[config.mk]
export PLATFORM = sky130hd
export DESIGN_NAME = pc_fetch_unit
export DESIGN_NICKNAME = d
export VERILOG_FILES = /design/src/rtl/pc_fetch_unit.sv
export SDC_FILE = /design/constraint.sdc
export NUM_CORES = 1
export LEC_CHECK = 0
export CAP_MARGIN = 20
export CELL_PAD_IN_SITES_DETAIL_PLACEMENT = 0
export CELL_PAD_IN_SITES_GLOBAL_PLACEMENT = 1
export CORE_MARGIN = 2
export CORE_UTILIZATION = 29
export CTS_CLUSTER_SIZE = 24
export DETAILED_ROUTE_END_ITERATION = 12
export PLACE_DENSITY_LB_ADDON = 0.3
export SLEW_MARGIN = 20
export SYNTH_ARGS = -nofsm -noshare
export SYNTH_HDL_FRONTEND = slang
export SYNTH_SLANG_ARGS = --single-unit
[constraint.sdc]
create_clock -name clk -period 3.85 [get_ports clk]
set_input_delay 0.385 -clock clk [delete_from_list [all_inputs] [get_ports clk]]
set_output_delay 0.385 -clock clk [all_outputs]
set_load 0.005 [all_outputs]
[src/rtl/pc_fetch_unit.sv]
// Program counter and fetch controller for the single-cycle RISC-V datapath.
// Drives the instruction ROM word address and gates the returned word by FSM state.
module pc_fetch_unit #(
    parameter int unsigned ADDR_BITS  = 5,
    parameter logic [31:0] RESET_PC   = 32'h0000_0000,
    parameter logic [31:0] HALT_INSTR = 32'h0000_0073,
    parameter logic [31:0] NOP_INSTR  = 32'h0000_0013
) (
    input  logic                 clk,
    input  logic                 rst_n,
    input  logic                 stall,
    input  logic                 redirect,
    input  logic [31:0]          redirect_pc,
    input  logic [31:0]          instr_in,
    output logic [ADDR_BITS-1:0] im_addr,
    output logic [31:0]          pc,
    output logic [31:0]          pc_plus4,
    output logic [31:0]          instr,
    output logic                 instr_valid,
    output logic                 halted,
    output logic                 fault,
    output logic [31:0]          retired
);

    typedef enum logic [1:0] {
        ST_BOOT,
        ST_RUN,
        ST_HALT
    } state_t;

    // One past the last ROM byte address; 33 bits so the compare never wraps.
    localparam logic [32:0] ROM_BYTES = 33'd4 << ADDR_BITS;

    state_t      state_q, state_d;
    logic [31:0] pc_q, pc_d;
    logic [31:0] retired_q, retired_d;
    logic        fault_q, fault_d;

    logic [31:0] next_pc;
    logic        next_bad;
    logic [31:0] retired_inc;

    assign pc_plus4    = pc_q + 32'd4;
    assign next_pc     = redirect ? redirect_pc : pc_plus4;
    assign next_bad    = (next_pc[1:0] != 2'b00) || ({1'b0, next_pc} >= ROM_BYTES);
    assign retired_inc = (retired_q == '1) ? retired_q : retired_q + 32'd1;

    always_comb begin
        state_d   = state_q;
        pc_d      = pc_q;
        retired_d = retired_q;
        fault_d   = fault_q;
        unique case (state_q)
            ST_BOOT: state_d = ST_RUN;
            ST_RUN: begin
                if (!stall) begin
                    retired_d = retired_inc;
                    if (instr_in == HALT_INSTR) begin
                        state_d = ST_HALT;
                    end else if (next_bad) begin
                        state_d = ST_HALT;
                        fault_d = 1'b1;
                    end else begin
                        pc_d = next_pc;
                    end
                end
            end
            ST_HALT: state_d = ST_HALT;
            default: state_d = ST_HALT;
        endcase
    end

    always_ff @(posedge clk or negedge rst_n) begin
        if (!rst_n) begin
            state_q   <= ST_BOOT;
            pc_q      <= RESET_PC;
            retired_q <= '0;
            fault_q   <= 1'b0;
        end else begin
            state_q   <= state_d;
            pc_q      <= pc_d;
            retired_q <= retired_d;
            fault_q   <= fault_d;
        end
    end

    assign pc          = pc_q;
    assign im_addr     = pc_q[ADDR_BITS+1:2];
    assign instr_valid = (state_q == ST_RUN);
    assign halted      = (state_q == ST_HALT);
    assign instr       = instr_valid ? instr_in : NOP_INSTR;
    assign fault       = fault_q;
    assign retired     = retired_q;

endmodule

==> flow_summary.yaml <==
finish:
  insertedDiodeCount: 0
  num-fill-cells: 1324
  nets: 695
  final_area_um2: 6530
  final_util: 0.472
  syn2layout_area_growth_pct: 59.8
  drive_gt1_frac: 0.0556
synth:
  synthTopCellsByCount: "dfrtp_1, and2_1, xnor2_1"
  syn-num-nets: 501
  yosysTopAreaCellShare: 0.410
  async_flop_share: 1.00
  syn_area_per_cell_um2: 9.48
  ys_top_cells_by_area: "dfrtp_1, xnor2_1, and2_1"
  yosysMostFrequentCell: "dfrtp_1"
  synth_top_cell_by_area: "dfrtp_1"
  yosys_register_bits: 67
  ys.flop_type: "dfrtp_1"
  synth-seq-area-share: 0.410
  syn_area_um2: 4090
  yosysWarnings: 0
  synth-edff-count: 0
  synthDistinctLibCells: 51
  synth_cells: 431
clocking:
  cts-resized-gates: 0
  hold_buffers: 0
  clk_latency_ns: 0.33
  h-tree-depth: 3
  numCtsBuffers: 9
  clk_pin_slew_ns: 0.06
  postCtsSetupBuffers: 0
  clk_path_buf_depth: 2
  clock-root-buffer: "clkbuf_16"
  clkSinkCount: 67
  cts_tree: "done"
routing:
  drt_iter0_drc: 166
  num_vias: 3954
  via_per_inst: 4.88
  routed_wirelength_mm: 13.2
  post_drt_wl_per_cell_um: 16.3
  first_pass_iters: 4
  drc: 0
  postRouteAntennaNets: 0
flow_run:
  drv_cap: 0
worst_setup_path:
  start_kind: "flip-flop"
  critPathMaxStageDelay_ns: 0.54
  end_kind: "flip-flop"
  cp-startpoint: "pc[4]$_DFFE_PN0P_"
  worstReg2RegStart: "pc[4]$_DFFE_PN0P_"
  setup.worst_path.class: "reg -> reg"
  path_delay_family: "simple AND/OR/NAND/NOR gates"
  path_max_fanout: 13
  crit_chain: "and4_4, and2_1, o21ai_0, a221o_1, a2111oi_4, nand4bb_2, nor3_4, buf_4, mux2i_1"
  arrival_ns: 3.54
  path_buf_inv: 1
  crit_slowest_cell: "dfrtp_1"
  cp_data_required_time_ns: 4.10
timing:
  clock_skew_ns: 0.00942
  fin_hold_ws_ns: 0.0877
  relSlewSlack: 0.524
  drv_slew: 0
  clock.fmax_ghz: 0.303
  tns_ns: 0
  setup-violations-final: 0
  min_period_ns: 3.30
  rsz0062_at_grt: "false"
  fin_crit_sh: 0.856
  max_slew.worst_pin.slew_ns: 0.708
  worst_slack_ns: 0.555
  hold_viol: 0
grt:
  grt_util_all_layers: 0.175
  grt_overflow: 0
  antenna_found_initial: 0
  grt_start_max_net_pins: 51
  grt_pass1_vias: 3860
  grt_pass1_wl_mm: 20.6
placement:
  post-dp-hpwl_mm: 10.4
  routabilityCongestion: 0.882
  pre_cts_ws_ns: 0.485
  placed_area_um2: 6240
  portBuffers: 203
pwr:
  leakagePower_nw: 2.77
  powerDensity_nw_per_um2: 260
  peakVddDrop_v: 0.000164
floorplan:
  die_h_um: 123
  die_area_um2: 15100
  start_util: 0.295
  ioPinCount: 204
  rows: 43
  coreArea_um2: 13800
  die_w_um: 123
min_path:
  hp-class: "in -> async"
run_status:
  run_status: "complete, no violations"
state kept, by name, indices dropped and copies added (netlist names):
signal and count:
pc 32, retired 32, state_q 2, fault 1
metrics by stage:
stage	total power [mW]	instances
4_1_cts	1.72	810
6_report	1.70	810
5_1_grt	1.77	810
3_5_place_dp	0.936	794
3_3_place_gp	0.929	794
2_1_floorplan	0.789	431
power breakdown:
group	internal, mW	total, mW	switching (mW)
clock network	0.473	0.777	0.304
logic	0.119	0.186	0.0668
registers	0.720	0.738	0.0173
total	1.31	1.70	0.388
per-layer routing:
metal  track usage  wire length [µm]
met3        0.0548              1150
met2         0.288              6200
met5             0                 0
met4        0.0431               128
met1         0.224              5700
cells in the final DEF, fill, tap and decap left out, types with 3 or more instances in the layout:
master / instances
nor4_1: 11
buf_4: 9
nor2b_1: 26
nor3_1: 8
and3_1: 10
dfrtp_1: 67
nor2_1: 32
clkdlybuf4s50_1: 202
and4_1: 10
mux2i_1: 8
nand2b_1: 5
nand4_1: 22
inv_1: 10
or4_1: 3
o21a_1: 3
o21ai_0: 3
clkbuf_16: 9
nand2_1: 22
xor2_1: 26
mux2_2: 4
xnor2_1: 36
a31oi_1: 5
or3_1: 5
and2_1: 37
nand3_1: 21
cells by family after synthesis:
group,after synthesis,synth area share
compound gates,31,0.0643
xor+xnor,62,0.133
fa+ha+maj,2,0.00612
buf+inv,39,0.0493
flops,67,0.410
mux,12,0.0306
simple gates,218,0.306
path summary, 6_finish.rpt:
path / endpoint / depth (start not counted) / slack (ns)
max: pc[5]$_DFFE_PN0P_ / 9 / 0.55
min: pc[27]$_DFFE_PN0P_ / 1 / 0.09
max reg2reg: pc[5]$_DFFE_PN0P_ / 9 / 0.55
min reg2reg: state_q[0]$_DFFE_PN0P_ / 1 / 0.47
max in group asynchronous: retired[1]$_DFFE_PN0P_ / 2 / 3.04
min in group clk: state_q[0]$_DFFE_PN0P_ / 1 / 0.47
worst reg2reg max path, cell delays in order, from the launching register on:
cell and delay (ns):
dfrtp_1 0.54, and4_4 0.31, and2_1 0.37, o21ai_0 0.20, a221o_1 0.43, a2111oi_4 0.36
nand4bb_2 0.27, nor3_4 0.28, buf_4 0.24, mux2i_1 0.21
final cells by class:
cell class | instances | area (µm²) | share of cell area
clock inverter | 5 | 35.0 | 0.00537
inverter | 11 | 41.3 | 0.00633
tap | 180 | 225 | 0.0345
clock buffer | 11 | 253 | 0.0387
timing repair buffer | 211 | 2090 | 0.320
sequential | 67 | 1680 | 0.257
multi-input combinational | 325 | 2210 | 0.338
Power figures use the tool's default switching activity.
